**config.mk**
```make
export PLATFORM = sky130hd
export DESIGN_NAME = vm2002_change_dispenser_flat
export DESIGN_NICKNAME = d
export VERILOG_FILES = /design/src/rtl/vm2002_change_dispenser_if.sv /design/src/rtl/vm2002_change_dispenser.sv /design/src/flat_wrapper.sv
export SDC_FILE = /design/constraint.sdc
export NUM_CORES = 1
export LEC_CHECK = 0
export CORE_MARGIN = 2
export CORE_UTILIZATION = 45
export CTS_CLUSTER_DIAMETER = 30
export CTS_CLUSTER_SIZE = 28
export DETAILED_ROUTE_END_ITERATION = 6
export PLACE_DENSITY = 0.68
export SLEW_MARGIN = 20
export SYNTH_ARGS = -nofsm -noshare
export SYNTH_HDL_FRONTEND = slang
export SYNTH_SLANG_ARGS = --single-unit
```
**constraint.sdc**
```tcl
create_clock -name clk -period 3.2 [get_ports clk]
set_input_delay 0.64 -clock clk [delete_from_list [all_inputs] [get_ports clk]]
set_output_delay 0.64 -clock clk [all_outputs]
set_load 0.02 [all_outputs]
```
**src/rtl/vm2002_change_dispenser_if.sv**
```systemverilog
// Payout, ejector and supplier-refill signals of the vm2002 change dispenser.
// The dispenser drives the slave side; the controller/ejector/supplier side uses master.
interface vm2002_change_dispenser_if #(
    parameter int CNT_W = 8
);
    logic             start;
    logic [15:0]      amount;
    logic             eject_ready;
    logic             refill;
    logic [1:0]       refill_coin;
    logic [3:0]       refill_qty;
    logic [1:0]       coin_out;
    logic             coin_valid;
    logic             busy;
    logic             done;
    logic             error;
    logic [15:0]      remaining;
    logic [CNT_W-1:0] q_count;
    logic [CNT_W-1:0] d_count;
    logic [CNT_W-1:0] n_count;

    modport master (
        output start, amount, eject_ready, refill, refill_coin, refill_qty,
        input  coin_out, coin_valid, busy, done, error, remaining,
               q_count, d_count, n_count
    );

    modport slave (
        input  start, amount, eject_ready, refill, refill_coin, refill_qty,
        output coin_out, coin_valid, busy, done, error, remaining,
               q_count, d_count, n_count
    );
endinterface

```
**src/rtl/vm2002_change_dispenser.sv**
```systemverilog
// Greedy quarter/dime/nickel payout from tube inventories; first coin one cycle after start, one coin per 2 cycles.
// coin_valid/coin_out hold until eject_ready; aborts to error after TIMEOUT stalled cycles.
module vm2002_change_dispenser #(
    parameter int CNT_W     = 8,
    parameter int MAX_COINS = 200,
    parameter int TIMEOUT   = 255
) (
    input  logic                         clk,
    input  logic                         hrst_n,
    vm2002_change_dispenser_if.slave     io_dsp
);
    localparam int                W_W       = (TIMEOUT > 1) ? $clog2(TIMEOUT + 1) : 1;
    localparam logic [CNT_W:0]    L_MAX     = (CNT_W + 1)'(MAX_COINS);
    localparam logic [W_W-1:0]    L_TO_LAST = W_W'(TIMEOUT - 1);
    localparam logic [CNT_W-1:0]  L_ONE     = CNT_W'(1);
    localparam logic [1:0]        C_N       = 2'b01;
    localparam logic [1:0]        C_D       = 2'b10;
    localparam logic [1:0]        C_Q       = 2'b11;

    typedef enum logic [2:0] {S_IDLE, S_SELECT, S_EJECT, S_DONE, S_ERROR} state_t;

    state_t           r_state, w_state_nxt;
    logic [15:0]      r_rem, w_rem_nxt;
    logic [1:0]       r_coin, w_coin_nxt;
    logic             r_vld, w_vld_nxt;
    logic             r_busy, w_busy_nxt;
    logic             r_done, w_done_nxt;
    logic             r_err, w_err_nxt;
    logic [CNT_W-1:0] r_q, w_q_nxt;
    logic [CNT_W-1:0] r_d, w_d_nxt;
    logic [CNT_W-1:0] r_n, w_n_nxt;
    logic [W_W-1:0]   r_wait, w_wait_nxt;

    function automatic logic [CNT_W-1:0] f_fill(input logic [CNT_W-1:0] cnt, input logic [3:0] qty);
        logic [CNT_W:0] sum;
        sum = {1'b0, cnt} + {{(CNT_W-3){1'b0}}, qty};
        return (sum > L_MAX) ? L_MAX[CNT_W-1:0] : sum[CNT_W-1:0];
    endfunction

    always_comb begin
        w_state_nxt = r_state;
        w_rem_nxt   = r_rem;
        w_coin_nxt  = r_coin;
        w_vld_nxt   = r_vld;
        w_busy_nxt  = r_busy;
        w_done_nxt  = 1'b0;
        w_err_nxt   = r_err;
        w_q_nxt     = r_q;
        w_d_nxt     = r_d;
        w_n_nxt     = r_n;
        w_wait_nxt  = r_wait;
        unique case (r_state)
            S_IDLE: begin
                // Refill lands at the same edge as start, so SELECT already sees it.
                if (io_dsp.refill) begin
                    case (io_dsp.refill_coin)
                        C_Q:     w_q_nxt = f_fill(r_q, io_dsp.refill_qty);
                        C_D:     w_d_nxt = f_fill(r_d, io_dsp.refill_qty);
                        C_N:     w_n_nxt = f_fill(r_n, io_dsp.refill_qty);
                        default: ;
                    endcase
                end
                if (io_dsp.start) begin
                    w_rem_nxt   = io_dsp.amount;
                    w_err_nxt   = 1'b0;
                    w_busy_nxt  = 1'b1;
                    w_state_nxt = S_SELECT;
                end
            end
            S_SELECT: begin
                w_wait_nxt = '0;
                if (r_rem == 16'd0) begin
                    w_done_nxt  = 1'b1;
                    w_busy_nxt  = 1'b0;
                    w_state_nxt = S_DONE;
                end else if (r_rem >= 16'd25 && r_q != '0) begin
                    w_coin_nxt  = C_Q;
                    w_vld_nxt   = 1'b1;
                    w_state_nxt = S_EJECT;
                end else if (r_rem >= 16'd10 && r_d != '0) begin
                    w_coin_nxt  = C_D;
                    w_vld_nxt   = 1'b1;
                    w_state_nxt = S_EJECT;
                end else if (r_rem >= 16'd5 && r_n != '0) begin
                    w_coin_nxt  = C_N;
                    w_vld_nxt   = 1'b1;
                    w_state_nxt = S_EJECT;
                end else begin
                    w_err_nxt   = 1'b1;
                    w_busy_nxt  = 1'b0;
                    w_state_nxt = S_ERROR;
                end
            end
            S_EJECT: begin
                if (io_dsp.eject_ready) begin
                    w_vld_nxt   = 1'b0;
                    w_state_nxt = S_SELECT;
                    case (r_coin)
                        C_Q: begin
                            w_rem_nxt = r_rem - 16'd25;
                            w_q_nxt   = r_q - L_ONE;
                        end
                        C_D: begin
                            w_rem_nxt = r_rem - 16'd10;
                            w_d_nxt   = r_d - L_ONE;
                        end
                        default: begin
                            w_rem_nxt = r_rem - 16'd5;
                            w_n_nxt   = r_n - L_ONE;
                        end
                    endcase
                end else if (r_wait == L_TO_LAST) begin
                    // Ejector stalled: abandon this coin with rem and tubes untouched.
                    w_vld_nxt   = 1'b0;
                    w_err_nxt   = 1'b1;
                    w_busy_nxt  = 1'b0;
                    w_state_nxt = S_ERROR;
                end else begin
                    w_wait_nxt = r_wait + W_W'(1);
                end
            end
            S_DONE:  w_state_nxt = S_IDLE;
            S_ERROR: w_state_nxt = S_IDLE;
            default: w_state_nxt = S_IDLE;
        endcase
    end

    always_ff @(posedge clk) begin
        if (!hrst_n) begin
            r_state <= S_IDLE;
            r_rem   <= '0;
            r_coin  <= '0;
            r_vld   <= 1'b0;
            r_busy  <= 1'b0;
            r_done  <= 1'b0;
            r_err   <= 1'b0;
            r_q     <= '0;
            r_d     <= '0;
            r_n     <= '0;
            r_wait  <= '0;
        end else begin
            r_state <= w_state_nxt;
            r_rem   <= w_rem_nxt;
            r_coin  <= w_coin_nxt;
            r_vld   <= w_vld_nxt;
            r_busy  <= w_busy_nxt;
            r_done  <= w_done_nxt;
            r_err   <= w_err_nxt;
            r_q     <= w_q_nxt;
            r_d     <= w_d_nxt;
            r_n     <= w_n_nxt;
            r_wait  <= w_wait_nxt;
        end
    end

    assign io_dsp.coin_out   = r_coin;
    assign io_dsp.coin_valid = r_vld;
    assign io_dsp.busy       = r_busy;
    assign io_dsp.done       = r_done;
    assign io_dsp.error      = r_err;
    assign io_dsp.remaining  = r_rem;
    assign io_dsp.q_count    = r_q;
    assign io_dsp.d_count    = r_d;
    assign io_dsp.n_count    = r_n;
endmodule

```
**src/flat_wrapper.sv**
```systemverilog
// flat-port wrapper written by rule: the top's interface ports become plain ports
module vm2002_change_dispenser_flat 
#(
    parameter int CNT_W     = 8,
    parameter int MAX_COINS = 200,
    parameter int TIMEOUT   = 255
)
  (clk, hrst_n, io_dsp_start, io_dsp_amount, io_dsp_eject_ready, io_dsp_refill, io_dsp_refill_coin, io_dsp_refill_qty, io_dsp_coin_out, io_dsp_coin_valid, io_dsp_busy, io_dsp_done, io_dsp_error, io_dsp_remaining, io_dsp_q_count, io_dsp_d_count, io_dsp_n_count);
  vm2002_change_dispenser_if #(.CNT_W(CNT_W)) io_dsp_i ();
  input  logic clk;
  input  logic hrst_n;
  input wire logic [$bits(io_dsp_i.start)-1:0] io_dsp_start;
  input wire logic [$bits(io_dsp_i.amount)-1:0] io_dsp_amount;
  input wire logic [$bits(io_dsp_i.eject_ready)-1:0] io_dsp_eject_ready;
  input wire logic [$bits(io_dsp_i.refill)-1:0] io_dsp_refill;
  input wire logic [$bits(io_dsp_i.refill_coin)-1:0] io_dsp_refill_coin;
  input wire logic [$bits(io_dsp_i.refill_qty)-1:0] io_dsp_refill_qty;
  output wire logic [$bits(io_dsp_i.coin_out)-1:0] io_dsp_coin_out;
  output wire logic [$bits(io_dsp_i.coin_valid)-1:0] io_dsp_coin_valid;
  output wire logic [$bits(io_dsp_i.busy)-1:0] io_dsp_busy;
  output wire logic [$bits(io_dsp_i.done)-1:0] io_dsp_done;
  output wire logic [$bits(io_dsp_i.error)-1:0] io_dsp_error;
  output wire logic [$bits(io_dsp_i.remaining)-1:0] io_dsp_remaining;
  output wire logic [$bits(io_dsp_i.q_count)-1:0] io_dsp_q_count;
  output wire logic [$bits(io_dsp_i.d_count)-1:0] io_dsp_d_count;
  output wire logic [$bits(io_dsp_i.n_count)-1:0] io_dsp_n_count;
  assign io_dsp_i.start = io_dsp_start;
  assign io_dsp_i.amount = io_dsp_amount;
  assign io_dsp_i.eject_ready = io_dsp_eject_ready;
  assign io_dsp_i.refill = io_dsp_refill;
  assign io_dsp_i.refill_coin = io_dsp_refill_coin;
  assign io_dsp_i.refill_qty = io_dsp_refill_qty;
  assign io_dsp_coin_out = io_dsp_i.coin_out;
  assign io_dsp_coin_valid = io_dsp_i.coin_valid;
  assign io_dsp_busy = io_dsp_i.busy;
  assign io_dsp_done = io_dsp_i.done;
  assign io_dsp_error = io_dsp_i.error;
  assign io_dsp_remaining = io_dsp_i.remaining;
  assign io_dsp_q_count = io_dsp_i.q_count;
  assign io_dsp_d_count = io_dsp_i.d_count;
  assign io_dsp_n_count = io_dsp_i.n_count;
  vm2002_change_dispenser #(.CNT_W(CNT_W), .MAX_COINS(MAX_COINS), .TIMEOUT(TIMEOUT)) u_core (.clk(clk), .hrst_n(hrst_n), .io_dsp(io_dsp_i));
endmodule
```
==> results of run 1 <==
==> worst min-delay path by stage <==
stage / from / slack, ps / depth (start not counted) / endpoint
2_1_floorplan: u_core.r_wait[7] / 450 / 2 / u_core.r_wait[7]
3_3_place_gp: u_core.r_wait[5] / 460 / 2 / u_core.r_wait[5]
3_5_place_dp: u_core.io_dsp.busy / 480 / 2 / u_core.io_dsp.busy
4_1_cts: u_core.r_wait[7] / 500 / 2 / u_core.r_wait[7]
5_1_grt: u_core.io_dsp.busy / 530 / 2 / u_core.io_dsp.busy
6_report: u_core.r_wait[5] / 490 / 2 / u_core.r_wait[5]
==> cells in the mapped netlist, drive strengths merged (9+ instances only) <==
cell type / n / area (sq um)
clkbuf: 38 / 143
o21ai: 48 / 240
nor3: 18 / 90.1
nand3: 34 / 170
inv: 22 / 82.6
a31oi: 20 / 125
and2: 14 / 87.6
nor4: 11 / 105
nor2: 61 / 229
xor2: 15 / 131
nand4: 11 / 68.8
dfxtp: 57 / 1140
xnor2: 9 / 78.8
nand2: 59 / 221
or3: 10 / 67.6
ha: 28 / 350
a21oi: 53 / 265
o211ai: 12 / 90.1
and3: 10 / 62.6
==> worst max-delay path: cells and delay by family <==
family	cells	cell delay, ps
fa+ha+maj	2	620
simple gates	4	950
compound gates	2	630
buf+inv	1	420
==> layout by cell type (no fill, tap or decap), types with 4 or more instances in the layout <==
cell and count:
a211oi_1 8, a21o_1 6, a21oi_1 53, a221oi_1 4
a22oi_1 5, a311oi_1 6, a31oi_1 20, a32oi_1 6
a41oi_1 4, and2_1 13, and3_1 10, buf_4 39
clkbuf_8 9, clkdlybuf4s50_1 72, dfxtp_1 57, ha_1 28
inv_1 22, mux2i_1 5, nand2_1 59, nand2b_1 5
nand3_1 34, nand4_1 11, nand4b_1 4, nor2_1 61
nor2b_1 5, nor3_1 18, nor4_1 8, o211ai_1 12
o21a_1 6, o21ai_0 48, o22ai_1 7, o311a_1 4
o31ai_1 4, or2_2 6, or3_1 9, xnor2_1 9
xor2_1 15
==> repair_timing <==
| action | 4_1_cts | 5_1_grt |
|---|---|---|
| hold buffers | 0 | 0 |
| setup buffers | 0 | 0 |
| resized for setup | 0 | 1 |
| hold endpoints to repair | 0 | 0 |
| setup endpoints to repair | 0 | 1 |
==> report_power, final <==
part,total (uW),internal [uW],switching [uW]
Clock,883,526,356
Sequential,1110,822,287
Combinational,2130,922,1200
==> cell families (layout without fill, tap and decap cells) <==
logic type / after synthesis / in the layout
AND/OR/NAND/NOR: 264 / 264
AO/OA/AOI/OAI: 226 / 226
buffers and inverters: 67 / 149
flip-flops: 57 / 57
adder cells (fa/ha/maj): 31 / 31
XOR/XNOR: 24 / 24
multiplexers: 8 / 8
==> state kept, by name (all words and copies together) (netlist names) <==
register	count
u_core.io_dsp.busy	1
u_core.io_dsp.coin_out	2
u_core.io_dsp.coin_valid	1
u_core.io_dsp.d_count	8
u_core.io_dsp.done	1
u_core.io_dsp.error	1
u_core.io_dsp.n_count	8
u_core.io_dsp.q_count	8
u_core.io_dsp.remaining	16
u_core.r_state	3
u_core.r_wait	8
==> cell type report <==
cell class	count	area, sq um	share of cell area [%]
Sequential cell	57	1140	18.2
Tap cell	140	175	2.80
Inverter	22	82.6	1.32
Clock inverter	7	128	2.04
Multi-Input combinational cell	553	3600	57.5
Timing Repair Buffer	111	1010	16.2
Clock buffer	9	124	1.98
==> stage by stage <==
step	setup TNS, ps	hold WS [ps]	instance area [sq um]	total power, uW	utilization (%)
2_1_floorplan	0	454	5000	2510	-
3_3_place_gp	-182	465	6010	3160	55.5
3_5_place_dp	-596	481	6010	3210	55.5
4_1_cts	0	496	6260	4100	57.8
5_1_grt	0	529	6270	4400	57.8
6_report	0	488	6270	4120	57.8
==> routing by layer <==
metal	part of all wire (%)	wire [um]
met1	45	6980
met2	47	7350
met4	1.7	265
met3	5.9	921
met5	0	0
==> metrics.txt, run 1 <==
CTS H-Tree Depth 3; syn_nets 735; grt met2 use 44.0%; Avg WL per Cell 17.3 um; vias in the first global route 5,163; final worst slack 190 ps; worst-case reg-to-reg path depth 8; Area Growth Syn to Fin 25.3%; CTS clk-pin slew, worst paths 80 ps; Critical-path top delay cell or4_1; Power Density 657 nW/um^2; FF-to-FF Start u_core.io_dsp.remaining[1]; First-pass DRT Iterations 6; synthesized flop and latch total 57; peak supply drop 0.455 mV; worst-path fanout max 4; DPL Wire Length 11,300 um; Die ar. 12,000 sq um; initial antenna violation count 0; crit path to u_core.io_dsp.d_count[3]; class of the worst hold path reg2reg; CP Cell Sequence clkdlybuf4s50_1, ha_1, fa_1, nand3_1, nand2_1, or4_1, a32o_1, and3b_1, a2111oi_2; share of cells above drive strength 1 9.88%; Worst-Margin Slew 728 ps; maximum buffer depth of the clock tree 2; n_diodes 0; Arr. time, crit path 3270 ps; critical path class in2reg; first-pass GRT wire length 25,500 um; Worst R2R Setup Slack 440 ps; Post-Synthesis Cells 677; CTS root buffer clkbuf_8; highest clock rate 332 MHz; via count 5,591; Setup crit start io_dsp_refill_qty[0]; fin. max-slew vios 0; delay of the slowest critical-path stage 530 ps; Total GRT Usage 26.6%; met3 Use GR 3.32%; Die Y-Extent 109 um; async set-reset flop share out of synthesis 0%; post-synthesis compound-gate area fraction 30.1%; Rel. slew slack 51.1%; Ports 73; Data required, critical path 3460 ps; worst slack at placement -149 ps; Non-Filler Instances 899; Post-Synth Simple-Gate Area 27.7%; CTS tree built; initial core utilization 46.1%; Horiz. Die Dim 109 um; Crit. End Element register; skew final 11.9 ps; main combinational cell family by area after synthesis compound AO/OA/AOI/OAI gates; Top FF cell, synth dfxtp_1; Tcrit/Tclk final 94.1%; Yosys warning count 0; startpoint types input pin; TritonCTS buffer count 9; Net count, final 812; Fillers 1,041; Synth Area in XOR/XNOR 4.20%; largest net degree at the start of global routing 34; Max Cap Viol 0; run status completed; row cnt 38; adder-cell share of the synthesized area 8.21%; drt total wl 15,500 um; count of different cell masters after synthesis 74; RSZ-0062 raised after global routing no; EDFF count, synth 0; Core ar. 10,800 sq um; grt ovf 0; mux cell area share after synthesis 1.68%; reg-to-reg endpoint u_core.io_dsp.remaining[10]; Final Hold Viols 0; sequential area share after synthesis 22.8%; synthesized area per cell 7.39 sq um; mapped cell area 5000 sq um; I/O Buffers 72; endpoints failing setup 0; GR Util met1 36.0%; # clock sinks 57; worst-skew pair later-pin latency 360 ps; DRC 0; dpl cells 883; GP Congestion 0.883; GRT Max-Usage Layer met2; vias per cell 6.22; 1st-iter DRT viols 423; min cycle time layout 3010 ps; post-detailed-route count of antenna-violating nets 0; P_leak 0.00237 uW
Note: power is estimated with default switching activity, not from simulation.
==> run 2: changes to the inputs <==
--- a/config.mk
+++ b/config.mk
@@ -5,12 +5,13 @@
 export SDC_FILE = /design/constraint.sdc
 export NUM_CORES = 1
 export LEC_CHECK = 0
+export ABC_AREA = 1
 export CORE_MARGIN = 2
 export CORE_UTILIZATION = 45
 export CTS_CLUSTER_DIAMETER = 30
 export CTS_CLUSTER_SIZE = 28
 export DETAILED_ROUTE_END_ITERATION = 6
-export PLACE_DENSITY = 0.68
+export PLACE_DENSITY = 0.67
 export SLEW_MARGIN = 20
 export SYNTH_ARGS = -nofsm -noshare
 export SYNTH_HDL_FRONTEND = slang
==> run 2 against run 1 <==
Against the previous run:
- global-route usage is 2.0 points lower
- worst hold slack got worse by 41 ps
- sequential power up 24%
- cell area rose by 4.0%
- flip-flop and latch count stayed put
- critical path depth down 1
- synthesized area grew 7.7%
- setup slack gained 500 ps
- power is 73% higher
- maximum frequency up 20%
- critical path type unchanged
==> metrics.txt, run 2 <==
run status completed (unchanged); Top FF cell, synth dfxtp_1 (unchanged); CTS H-Tree Depth 3 (unchanged); mux cell area share after synthesis 0% (was 1.68%); Worst R2R Setup Slack 790 ps (was 440 ps); Yosys warning count 0 (unchanged); peak supply drop 0.344 mV (was 0.455 mV); Worst Hold Depth 2 (unchanged); startpoint types input pin (unchanged); setup TNS 0 ps (unchanged); CTS clk-pin slew, worst paths 50 ps (was 80 ps); min cycle time layout 2510 ps (was 3010 ps); main combinational cell family by area after synthesis simple AND/OR/NAND/NOR gates (was compound AO/OA/AOI/OAI gates); first-pass GRT wire length 25,700 um (was 25,500 um); largest net degree at the start of global routing 36 (was 34); fin area 6520 sq um (was 6270 sq um); initial antenna violation count 0 (unchanged); 1st-iter DRT viols 454 (was 423); worst-path fanout max 6 (was 4); class of the worst hold path reg2reg (unchanged); Data required, critical path 3470 ps (was 3460 ps); max reg flops 16 (unchanged); Final Hold Viols 0 (unchanged); switching share of power 51.8% (was 44.9%); P_leak 0.00298 uW (was 0.00237 uW); Tcrit/Tclk final 78.5% (was 94.1%); Core ar. 11,600 sq um (was 10,800 sq um); Die Y-Extent 113 um (was 109 um); Ports 73 (unchanged); syn_nets 957 (was 735); Synth top area share 21.2% (was 22.8%); mapped cell area 5380 sq um (was 5000 sq um); I/O Buffers 72 (unchanged); Total GRT Usage 24.6% (was 26.6%); vias per cell 5.41 (was 6.22); RSZ-0062 raised after global routing no (unchanged); DRC 0 (unchanged); Clock power frac 16.9% (was 21.4%); most frequent cells after synthesis 203 x nand2_1, 107 x inv_1, 102 x nand3_1, 92 x nor2_1, 84 x a21oi_1 (was 61 x nor2_1, 59 x nand2_1, 57 x dfxtp_1, 53 x a21oi_1, 48 x o21ai_0); drt total wl 15,400 um (was 15,500 um); grt ovf 0 (unchanged); Reg power frac 19.4% (was 26.9%); synthesized area per cell 5.99 sq um (was 7.39 sq um); Post-CTS Setup Bufs 0 (unchanged); Power Density 1090 nW/um^2 (was 657 nW/um^2); CTS root buffer clkbuf_16 (was clkbuf_8); post-synth top area cell dfxtp_1 (unchanged); Crit. End Element register (unchanged); post-synthesis compound-gate area fraction 17.4% (was 30.1%); Die ar. 12,900 sq um (was 12,000 sq um); Avg WL per Cell 13.9 um (was 17.3 um); worst-skew pair later-pin latency 350 ps (was 360 ps); Arr. time, crit path 2790 ps (was 3270 ps); Post-Synth Simple-Gate Area 40.4% (was 27.7%); Placed Area 6160 sq um (was 6010 sq um); # clock sinks 57 (unchanged); P_int 3430 uW (was 2270 uW); async set-reset flop share out of synthesis 0% (unchanged); TritonCTS buffer count 9 (unchanged); Horiz. Die Dim 113 um (was 109 um); FF-to-FF Start u_core.r_state[2] (was u_core.io_dsp.remaining[1]); Max Cap Viol 0 (unchanged); share of cells above drive strength 1 6.96% (was 9.88%); CTS Hold Buffers Added 0 (unchanged); most common cell after layout, fill and taps aside nand2_1 (was clkdlybuf4s50_1); endpoints failing setup 0 (unchanged); skew final 7.46 ps (was 11.9 ps); Post-Synthesis Cells 899 (was 677); most frequent cells in the layout 203 x nand2_1, 107 x inv_1, 102 x nand3_1 (was 72 x clkdlybuf4s50_1, 61 x nor2_1, 59 x nand2_1); vias in the first global route 5,331 (was 5,163); worst-case reg-to-reg path depth 9 (was 8); net switching power 3680 uW (was 1850 uW); dominant cells by area after synthesis dfxtp_1 21%, nand2_1 14%, nand3_1 9.5% (was dfxtp_1 23%, ha_1 7.0%, a21oi_1 5.3%); Comb power frac 63.8% (was 51.6%); adder-cell share of the synthesized area 7.62% (was 8.21%); most numerous cell in the Yosys netlist nand2_1 (was nor2_1); GP Congestion 0.900 (was 0.883); critical path class in2reg (unchanged); Hold Path Origin u_core.io_dsp.coin_valid (was u_core.r_wait[5]); fin. max-slew vios 0 (unchanged); highest clock rate 398 MHz (was 332 MHz); reg-to-reg endpoint u_core.io_dsp.remaining[5] (was u_core.io_dsp.remaining[10]); initial core utilization 46.6% (was 46.1%); via count 5,984 (was 5,591); n_diodes 0 (unchanged); Worst Hold Path EP u_core.io_dsp.coin_valid (was u_core.r_wait[5]); Net count, final 1,016 (was 812); Worst-Margin Slew 617 ps (was 728 ps); row cnt 39 (was 38); EDFF count, synth 0 (unchanged); Rel. slew slack 58.7% (was 51.1%); synthesized flop and latch total 57 (unchanged); DPL Wire Length 11,000 um (was 11,300 um); First-pass DRT Iterations 5 (was 6); Post-CTS Resized 0 (unchanged); count of different cell masters after synthesis 44 (was 74); Area Growth Syn to Fin 21.0% (was 25.3%); CTS tree built (unchanged); maximum buffer depth of the clock tree 2 (unchanged); Synth Area in XOR/XNOR 2.11% (was 4.20%); sequential area share after synthesis 21.2% (was 22.8%); post-detailed-route count of antenna-violating nets 0 (unchanged)
-- run 2: changes by cell type after synthesis, moves of 11 or more --
cell,previous run,this run
nor2_2,0,11
nand4_1,11,28
clkbuf_1,38,6
nand3_1,34,102
o21ai_0,48,70
a31oi_1,20,7
a21oi_1,53,84
nand2_1,59,203
nor2_1,61,92
inv_1,22,107
nand2_2,0,12
and2_1,13,2
-- run 2: final cells by class --
class	instances	area, sq um
Inverter	113	424
Multi-Input combinational cell	698	3640
Tap cell	143	179
Timing Repair Buffer	79	773
Fill cell	1192	5050
Sequential cell	57	1140
Clock inverter	6	130
Clock buffer	10	229
-- run 2: cells by family after synthesis --
family                     after synthesis
buffers and inverters                  144
adders and majority gates               31
AOI/OAI and AO/OA                      177
and+or+nand+nor                        477
xor gates and xnor gates                13
DFF                                     57
-- run 2: per-layer routing --
metal | track usage [%] | wire, um | vias to the layer above
met5 | 0 | 0 | -
met4 | 7.40 | 272 | 0
met3 | 5.10 | 915 | 25
met2 | 38.4 | 6880 | 187
met1 | 34.3 | 7330 | 2683
li1 | - | - | 3089
-- run 2: how the worst max path moves through the flow --
stage                    startpoint                       end  slack (ps)  depth (start not counted)
4_1_cts        io_dsp_refill_qty[0]  u_core.io_dsp.q_count[6]         690                         11
3_3_place_gp   io_dsp_refill_qty[0]  u_core.io_dsp.q_count[6]         340                         11
2_1_floorplan  io_dsp_refill_qty[0]  u_core.io_dsp.q_count[6]        1030                         10
6_report       io_dsp_refill_qty[1]  u_core.io_dsp.n_count[4]         690                          8
3_5_place_dp   io_dsp_refill_qty[0]  u_core.io_dsp.q_count[6]         330                         11
5_1_grt        io_dsp_refill_qty[1]  u_core.io_dsp.q_count[3]         420                         11
-- run 2: power by group through the flow --
stage	Combinational (uW)	Clock [uW]	Sequential, uW
after global routing	5150	1250	1430
after floorplan	3250	0	1440
final	4540	1200	1380
after CTS	4520	1210	1370
after detailed placement	4500	0	1380
after global placement	4490	0	1390
-- run 2: critical path: stages --
cell and delay [ps]:
clkdlybuf4s50_1 610, fa_1 530, nand3_1 120, nand2_1 120, nand4_1 230, a21boi_1 320
nand2_1 90, a21oi_1 130
-- run 2: stage by stage --
step	setup WS (ps)	util [%]	total power [uW]	cells	hold WS [ps]
after global routing	419	56.3	7830	1106	472
after global placement	344	53.2	5880	1090	444
final	687	56.3	7110	1106	447
after floorplan	1030	-	4680	899	430
after detailed placement	327	53.2	5880	1090	444
after CTS	690	56.3	7100	1106	451
